$ cat src/rtl/ecc_pkg.sv
// Shared types and SEC/DED code tables for the scrub controller.
// The code is Hamming(21,16) plus an overall parity bit, stored as {parity, hamming[4:0], data}.
package ecc_pkg;

  typedef enum logic [2:0] {
    ST_IDLE = 3'd0,
    ST_HRD  = 3'd1,
    ST_HRSP = 3'd2,
    ST_HWR  = 3'd3,
    ST_SRD  = 3'd4,
    ST_SCHK = 3'd5,
    ST_SWB  = 3'd6
  } state_t;

  localparam logic [1:0] ERR_CLEAN  = 2'b00;
  localparam logic [1:0] ERR_CORR   = 2'b01;
  localparam logic [1:0] ERR_UNCORR = 2'b10;

  localparam int ECC_DW = 16;
  localparam int ECC_HW = 5;
  localparam int ECC_CW = 6;

  // Data column i is the classic Hamming position of data bit i (non-powers of two 3..21).
  localparam logic [ECC_DW*ECC_HW-1:0] H_COLS = {
    5'd21, 5'd20, 5'd19, 5'd18, 5'd17, 5'd15, 5'd14, 5'd13,
    5'd12, 5'd11, 5'd10, 5'd9,  5'd7,  5'd6,  5'd5,  5'd3
  };

  function automatic logic [ECC_HW-1:0] h_col(input int idx);
    return H_COLS[idx*ECC_HW +: ECC_HW];
  endfunction

  // Data bits that feed Hamming check bit 'row'.
  function automatic logic [ECC_DW-1:0] h_row_mask(input int row);
    logic [ECC_DW-1:0] m;
    m = '0;
    for (int i = 0; i < ECC_DW; i++) begin
      m[i] = H_COLS[i*ECC_HW + row];
    end
    return m;
  endfunction

  // One-hot data flip mask for a syndrome; zero when it names a check bit or no column.
  function automatic logic [ECC_DW-1:0] syn_to_bit(input logic [ECC_HW-1:0] syn);
    logic [ECC_DW-1:0] m;
    m = '0;
    for (int i = 0; i < ECC_DW; i++) begin
      m[i] = (h_col(i) == syn);
    end
    return m;
  endfunction

endpackage

$ cat src/rtl/ecc_scrub_ctrl_codec.sv
// Combinational SEC/DED encoder and decoder sharing the package H-matrix.
// A single odd-parity result is treated as correctable; even parity with nonzero syndrome is a UE.
module secded_codec
  import ecc_pkg::*;
(
  input  logic [ECC_DW-1:0]        i_enc_data,
  output logic [ECC_CW-1:0]        o_enc_check,
  input  logic [ECC_DW+ECC_CW-1:0] i_dec_word,
  output logic [ECC_DW-1:0]        o_dec_data,
  output logic                     o_dec_ce,
  output logic                     o_dec_ue
);

  logic [ECC_HW-1:0] w_enc_ham;
  logic [ECC_HW-1:0] w_dec_ham;
  logic [ECC_HW-1:0] w_syn;
  logic [ECC_DW-1:0] w_dec_raw;
  logic [ECC_CW-1:0] w_dec_chk;
  logic              w_parity_err;

  assign w_dec_raw = i_dec_word[ECC_DW-1:0];
  assign w_dec_chk = i_dec_word[ECC_DW+ECC_CW-1:ECC_DW];

  generate
    for (genvar gi = 0; gi < ECC_HW; gi++) begin : g_row
      assign w_enc_ham[gi] = ^(i_enc_data & h_row_mask(gi));
      assign w_dec_ham[gi] = ^(w_dec_raw & h_row_mask(gi));
    end
  endgenerate

  assign o_enc_check = {^{i_enc_data, w_enc_ham}, w_enc_ham};

  assign w_syn        = w_dec_ham ^ w_dec_chk[ECC_HW-1:0];
  assign w_parity_err = ^i_dec_word;

  assign o_dec_ce   = w_parity_err;
  assign o_dec_ue   = !w_parity_err && (w_syn != '0);
  assign o_dec_data = w_parity_err ? (w_dec_raw ^ syn_to_bit(w_syn)) : w_dec_raw;

endmodule

$ cat src/rtl/ecc_scrub_ctrl.sv
// Host/scrubber arbiter for a single-port SEC/DED memory with 1-cycle read latency.
// Scrub sequences are atomic; the host wins any tie in IDLE.
module ecc_scrub_ctrl
  import ecc_pkg::*;
#(
  parameter int AW       = 8,
  parameter int DW       = 16,
  parameter int CW       = 6,
  parameter int INTERVAL = 256,
  parameter int CNT_W    = 8
) (
  input  logic             clk,
  input  logic             rst,
  input  logic             scrub_en,
  input  logic             host_req,
  input  logic             host_we,
  input  logic [AW-1:0]    host_addr,
  input  logic [DW-1:0]    host_wdata,
  output logic             host_gnt,
  output logic             host_rvalid,
  output logic [DW-1:0]    host_rdata,
  output logic [1:0]       host_err,
  output logic             mem_req,
  output logic             mem_we,
  output logic [AW-1:0]    mem_addr,
  output logic [DW+CW-1:0] mem_wdata,
  input  logic [DW+CW-1:0] mem_rdata,
  output logic [CNT_W-1:0] ce_cnt,
  output logic [CNT_W-1:0] ue_cnt,
  output logic [AW-1:0]    ue_addr,
  output logic             pass_done
);

  localparam int            TW           = $clog2(INTERVAL);
  localparam logic [TW-1:0] TIMER_RELOAD = TW'(INTERVAL - 1);

  state_t           r_state;
  state_t           w_state_next;
  logic [AW-1:0]    r_addr;
  logic [DW-1:0]    r_wdata;
  logic [DW-1:0]    r_corr;
  logic [AW-1:0]    r_scrub_addr;
  logic [TW-1:0]    r_timer;
  logic             r_scrub_en_d;
  logic [CNT_W-1:0] r_ce_cnt;
  logic [CNT_W-1:0] r_ue_cnt;
  logic [AW-1:0]    r_ue_addr;

  logic             w_en_rise;
  logic             w_scrub_due;
  logic             w_scrub_adv;
  logic             w_ce_inc;
  logic             w_ue_inc;
  logic [DW-1:0]    w_enc_data;
  logic [CW-1:0]    w_enc_check;
  logic [DW-1:0]    w_dec_data;
  logic             w_dec_ce;
  logic             w_dec_ue;

  logic [DW-1:0]    w_unused_enc_dec_data;
  logic             w_unused_enc_ce;
  logic             w_unused_enc_ue;
  logic [CW-1:0]    w_unused_dec_check;

  assign w_enc_data = (r_state == ST_SWB) ? r_corr : r_wdata;

  secded_codec u_enc (
    .i_enc_data  (w_enc_data),
    .o_enc_check (w_enc_check),
    .i_dec_word  ('0),
    .o_dec_data  (w_unused_enc_dec_data),
    .o_dec_ce    (w_unused_enc_ce),
    .o_dec_ue    (w_unused_enc_ue)
  );

  secded_codec u_dec (
    .i_enc_data  ('0),
    .o_enc_check (w_unused_dec_check),
    .i_dec_word  (mem_rdata),
    .o_dec_data  (w_dec_data),
    .o_dec_ce    (w_dec_ce),
    .o_dec_ue    (w_dec_ue)
  );

  // A fresh enable only reloads the timer; the first scrub waits a full interval.
  assign w_en_rise   = scrub_en && !r_scrub_en_d;
  assign w_scrub_due = scrub_en && !w_en_rise && (r_timer == '0);

  always_comb begin
    w_state_next = r_state;
    host_gnt     = 1'b0;
    host_rvalid  = 1'b0;
    mem_req      = 1'b0;
    mem_we       = 1'b0;
    mem_addr     = '0;
    w_scrub_adv  = 1'b0;
    w_ce_inc     = 1'b0;
    w_ue_inc     = 1'b0;
    case (r_state)
      ST_IDLE: begin
        if (host_req) begin
          host_gnt     = !rst;
          w_state_next = host_we ? ST_HWR : ST_HRD;
        end else if (w_scrub_due) begin
          w_state_next = ST_SRD;
        end
      end
      ST_HRD: begin
        mem_req      = 1'b1;
        mem_addr     = r_addr;
        w_state_next = ST_HRSP;
      end
      ST_HRSP: begin
        host_rvalid  = 1'b1;
        w_ce_inc     = w_dec_ce;
        w_ue_inc     = w_dec_ue;
        w_state_next = ST_IDLE;
      end
      ST_HWR: begin
        mem_req      = 1'b1;
        mem_we       = 1'b1;
        mem_addr     = r_addr;
        w_state_next = ST_IDLE;
      end
      ST_SRD: begin
        mem_req      = 1'b1;
        mem_addr     = r_scrub_addr;
        w_state_next = ST_SCHK;
      end
      ST_SCHK: begin
        if (w_dec_ce) begin
          w_ce_inc     = 1'b1;
          w_state_next = ST_SWB;
        end else begin
          w_ue_inc     = w_dec_ue;
          w_scrub_adv  = 1'b1;
          w_state_next = ST_IDLE;
        end
      end
      ST_SWB: begin
        mem_req      = 1'b1;
        mem_we       = 1'b1;
        mem_addr     = r_scrub_addr;
        w_scrub_adv  = 1'b1;
        w_state_next = ST_IDLE;
      end
      default: w_state_next = ST_IDLE;
    endcase
  end

  assign mem_wdata  = mem_we ? {w_enc_check, w_enc_data} : '0;
  assign host_rdata = host_rvalid ? w_dec_data : '0;
  assign host_err   = !host_rvalid ? ERR_CLEAN :
                      w_dec_ue     ? ERR_UNCORR :
                      w_dec_ce     ? ERR_CORR   : ERR_CLEAN;
  assign pass_done  = w_scrub_adv && (r_scrub_addr == '1);

  assign ce_cnt  = r_ce_cnt;
  assign ue_cnt  = r_ue_cnt;
  assign ue_addr = r_ue_addr;

  always_ff @(posedge clk or posedge rst) begin
    if (rst) begin
      r_state      <= ST_IDLE;
      r_addr       <= '0;
      r_wdata      <= '0;
      r_corr       <= '0;
      r_scrub_addr <= '0;
      r_timer      <= '0;
      r_scrub_en_d <= 1'b0;
      r_ce_cnt     <= '0;
      r_ue_cnt     <= '0;
      r_ue_addr    <= '0;
    end else begin
      r_state      <= w_state_next;
      r_scrub_en_d <= scrub_en;
      if (host_gnt) begin
        r_addr  <= host_addr;
        r_wdata <= host_wdata;
      end
      if (r_state == ST_SCHK) begin
        r_corr <= w_dec_data;
      end
      if (w_scrub_adv) begin
        r_scrub_addr <= r_scrub_addr + 1'b1;
      end
      if (w_scrub_adv || w_en_rise) begin
        r_timer <= TIMER_RELOAD;
      end else if (scrub_en && (r_timer != '0)) begin
        r_timer <= r_timer - 1'b1;
      end
      if (w_ce_inc && (r_ce_cnt != '1)) begin
        r_ce_cnt <= r_ce_cnt + 1'b1;
      end
      if (w_ue_inc) begin
        r_ue_addr <= (r_state == ST_HRSP) ? r_addr : r_scrub_addr;
        if (r_ue_cnt != '1) begin
          r_ue_cnt <= r_ue_cnt + 1'b1;
        end
      end
    end
  end

endmodule

$ cat config.mk
export PLATFORM = sky130hd
export DESIGN_NAME = ecc_scrub_ctrl
export DESIGN_NICKNAME = d
export VERILOG_FILES = /design/src/rtl/ecc_pkg.sv /design/src/rtl/ecc_scrub_ctrl_codec.sv /design/src/rtl/ecc_scrub_ctrl.sv
export SDC_FILE = /design/constraint.sdc
export NUM_CORES = 1
export LEC_CHECK = 0
export ABC_CLOCK_PERIOD_IN_PS = 15300
export CELL_PAD_IN_SITES_DETAIL_PLACEMENT = 1
export CELL_PAD_IN_SITES_GLOBAL_PLACEMENT = 2
export CORE_AREA = 2 2 143 117
export CTS_BUF_LIST = sky130_fd_sc_hd__clkbuf_4
export DETAILED_ROUTE_END_ITERATION = 6
export DIE_AREA = 0 0 145 119
export GPL_ROUTABILITY_DRIVEN = 0
export PLACE_DENSITY = 0.89
export RECOVER_POWER = 100
export SYNTH_ARGS = -nofsm -noshare
export SYNTH_HDL_FRONTEND = slang
export SYNTH_SLANG_ARGS = --single-unit
export TNS_END_PERCENT = 100
$ cat constraint.sdc
create_clock -name clk -period 15.3 [get_ports clk]
set_input_delay 3.825 -clock clk [delete_from_list [all_inputs] [get_ports clk]]
set_output_delay 3.825 -clock clk [all_outputs]
set_load 0.01 [all_outputs]
==> qor.csv <==
metric,value,unit
worstPathRequired,11.48,ns
reg2reg_depth,6,
status,"complete, but fails checks",
postSynthCellCount,527,
power.switching,0.458,mW
final.setup_skew,0.0140,ns
timing.critical_path.fanout_max,11,
placedInstanceArea,6780,um2
power.static_leakage,2.94,nW
power,1.15,mW
start_util,0.330,
cts_made_buffers,9,
routed_wl,14800,um
cts.sinks,84,
netlist.top_cell.by_area,sky130_fd_sc_hd__dfrtp_1,
netSwitchingFraction,0.400,
failed_checks,"max-capacitance violations, max-slew violations",
final-max-slew-violation-count,131,
die_w,145,um
min_delay_path_depth,2,
core_region_area,16000,um2
route.detailed.vias_per_inst,4.79,
synth_enable_flop_cells,0,
hold_buffers,0,
place.detailed.instances,857,
reg2reg_to,ue_cnt[7]$_DFFE_PP0P_,
irDropWorstVdd,0.000118,V
share_comb_of_total_power,0.574,
drt_iter0_markers,110,
numPortBuffers,127,
worst_ep_arrival_time,7.15,ns
timing.max_slew.rel_slack,-2.10,
layout.filler_cells,1834,
synth-main-ff-cell,sky130_fd_sc_hd__dfrtp_1,
power.density,168,nW/um2
finalNonFillerCells,873,
timing.final.hold_violations,0,
ant_nets,0,
clk-insertion-delay-late,0.44,ns
most_common_cell_in_the_synthesized_netlist,sky130_fd_sc_hd__dfrtp_1,
dr.pass1.iters,4,
post-route-util,0.424,
grt_max_degree,85,
antenna_found_initial,1,
synthesis.area,5290,um2
post_cts.repair.setup_buffers,0,
route.vias.total,4178,
placement_rows,42,
power.sequential.fraction,0.297,
drt-wirelength-per-cell,17.0,um
design.die.area,17300,um2
drc,0,
ctsLongestPathBuffers,2,
p_int,0.687,mW
type_of_the_tightest_min_delay_check,register to register,
grt_pass1_vias,4623,
synth.yosys.warnings,0,
finalSetupViolCount,0,
synth-async-reset-ratio,1.00,
layout.cell_area.non_filler,6800,um2
grt_first_pass_wirelength,24600,um
crit_path_end_kind,output port,
timing.fmax,0.0911,GHz
master_cell_of_the_clock_root_buffer,sky130_fd_sc_hd__clkbuf_4,
worst_slack,4.32,ns
timing.setup.critical_path_class,primary input to output port,
synth_cell_types,50,
start_kind,primary input,
post_synth.cell_area_avg,10.0,um2
place_worst_setup_slack,4.54,ns
fin_nets,706,
max_cap_violations,3,
layout_worst_path_cycle_share,0.718,
rsz0062_at_grt,false,
dp_hpwl,11400,um
die_height,119,um
period_needed,10.98,ns
hold_end,ue_addr[4]$_DFFE_PP0P_,
worstReg2RegStart,r_state[0]$_DFFE_PP0P_,
hold_path.startpoint,ue_addr[4]$_DFFE_PP0P_,
globalRoute.totalOverflow,0,
rrSetupSlack,11.96,ns
gr-usage-all-layers,0.178,
tightest_slew,4.64,ns
cts_resized,0,
cts.reportedPaths.clkPinSlew,0.13,ns
postSynthRegisterBits,84,
design.portCount,128,
layout-area-overhead-vs-synth,28.5,%
post_route_cells_drive_above_1_share,0.0827,
cts_tree,built,
synth_top_area_share,0.397,
clock_power_share,0.129,
cts-htree-levels,3,
synthesis.nets,585,
synthTopCellsByCount,"sky130_fd_sc_hd__dfrtp_1, sky130_fd_sc_hd__xnor2_1, sky130_fd_sc_hd__nand2_1, sky130_fd_sc_hd__nor2_1, sky130_fd_sc_hd__mux2_2",
fin_setup_tns,0,ns
diodes,0,
finalHoldWorstSlack,0.499,ns
post_synth_main_area_contributors,"sky130_fd_sc_hd__dfrtp_1, sky130_fd_sc_hd__xnor2_1, sky130_fd_sc_hd__mux2_2",
proportion_of_synthesized_chip_area_in_sequential_cells,0.397,
-- cells in the final DEF, fill, tap and decap left out, types with 5 or more instances in the layout --
cell / instances
sky130_fd_sc_hd__inv_1: 9
sky130_fd_sc_hd__mux2i_1: 19
sky130_fd_sc_hd__a21oi_1: 16
sky130_fd_sc_hd__nor2_1: 47
sky130_fd_sc_hd__nor3_1: 22
sky130_fd_sc_hd__xnor2_1: 83
sky130_fd_sc_hd__a22oi_1: 8
sky130_fd_sc_hd__dfrtp_1: 84
sky130_fd_sc_hd__nand4_1: 10
sky130_fd_sc_hd__nand3_1: 10
sky130_fd_sc_hd__clkdlybuf4s50_1: 48
sky130_fd_sc_hd__nand2b_1: 7
sky130_fd_sc_hd__o21ai_0: 15
sky130_fd_sc_hd__dlygate4sd3_1: 79
sky130_fd_sc_hd__nand2_1: 63
sky130_fd_sc_hd__mux2_2: 25
sky130_fd_sc_hd__clkbuf_4: 10
sky130_fd_sc_hd__ha_1: 7
sky130_fd_sc_hd__xor2_1: 25
sky130_fd_sc_hd__xnor3_1: 5
sky130_fd_sc_hd__and3_1: 6
sky130_fd_sc_hd__o21ai_1: 12
-- power by group through the flow --
stage	sequential (mW)	clock (mW)	combinational, mW
after floorplan	0.336	0	0.497
after detailed placement	0.347	0	0.715
after global placement	0.341	0	0.697
after global routing	0.352	0.164	0.722
final	0.340	0.148	0.658
after CTS	0.342	0.155	0.720
-- state kept, by name (all words and copies together), names as in the netlist --
signal        count
r_scrub_addr      8
ue_addr           8
r_wdata          16
ue_cnt            8
r_scrub_en_d      1
r_timer           8
r_state           3
ce_cnt            8
r_addr            8
r_corr           16
-- cell families (layout without fill, tap and decap cells) --
logic type / count (synthesis) / after routing / synth area share
muxes: 48 / 48 / 0.0995
adders and majority gates: 7 / 7 / 0.0166
DFF: 84 / 84 / 0.397
and+or+nand+nor: 181 / 181 / 0.167
buffers and inverters: 31 / 157 / 0.0246
AOI/OAI and AO/OA: 58 / 58 / 0.0705
xor gates and xnor gates: 118 / 118 / 0.225
-- final cells by class --
class / instances / area (um2) / area share
multi-input combinational: 412 / 2930 / 0.431
sequential: 84 / 2100 / 0.309
tap: 220 / 275 / 0.0405
clock buffer: 10 / 75.1 / 0.0110
clock inverter: 6 / 88.8 / 0.0131
timing repair buffer: 131 / 1290 / 0.190
inverter: 10 / 38.8 / 0.00570
-- worst max-delay path by stage --
stage,start,to,slack [ns],cells after the start
2_1_floorplan,rst,host_gnt,4.73,4
3_3_place_gp,mem_rdata[5],host_rdata[4],4.63,9
3_5_place_dp,mem_rdata[5],host_rdata[6],4.54,9
4_1_cts,mem_rdata[5],host_rdata[6],4.52,9
5_1_grt,mem_rdata[10],host_rdata[5],4.06,9
6_report,mem_rdata[10],host_rdata[10],4.32,9
-- routing by layer --
metal	part of all wire	global-route usage
met1	0.50	0.245
met3	0.046	0.0506
met5	0.00047	0
met2	0.45	0.280
met4	0.012	0.0402
-- critical path, cell delays in order --
cell,delay [ns]
sky130_fd_sc_hd__dlygate4sd3_1,0.62
sky130_fd_sc_hd__xnor2_1,0.27
sky130_fd_sc_hd__xnor3_1,0.57
sky130_fd_sc_hd__nand2b_1,0.19
sky130_fd_sc_hd__mux2_1,0.43
sky130_fd_sc_hd__nor3_1,0.33
sky130_fd_sc_hd__xnor2_1,0.21
sky130_fd_sc_hd__nor2_1,0.07
sky130_fd_sc_hd__dlygate4sd3_1,0.63
Note: power is estimated with default switching activity, not from simulation.
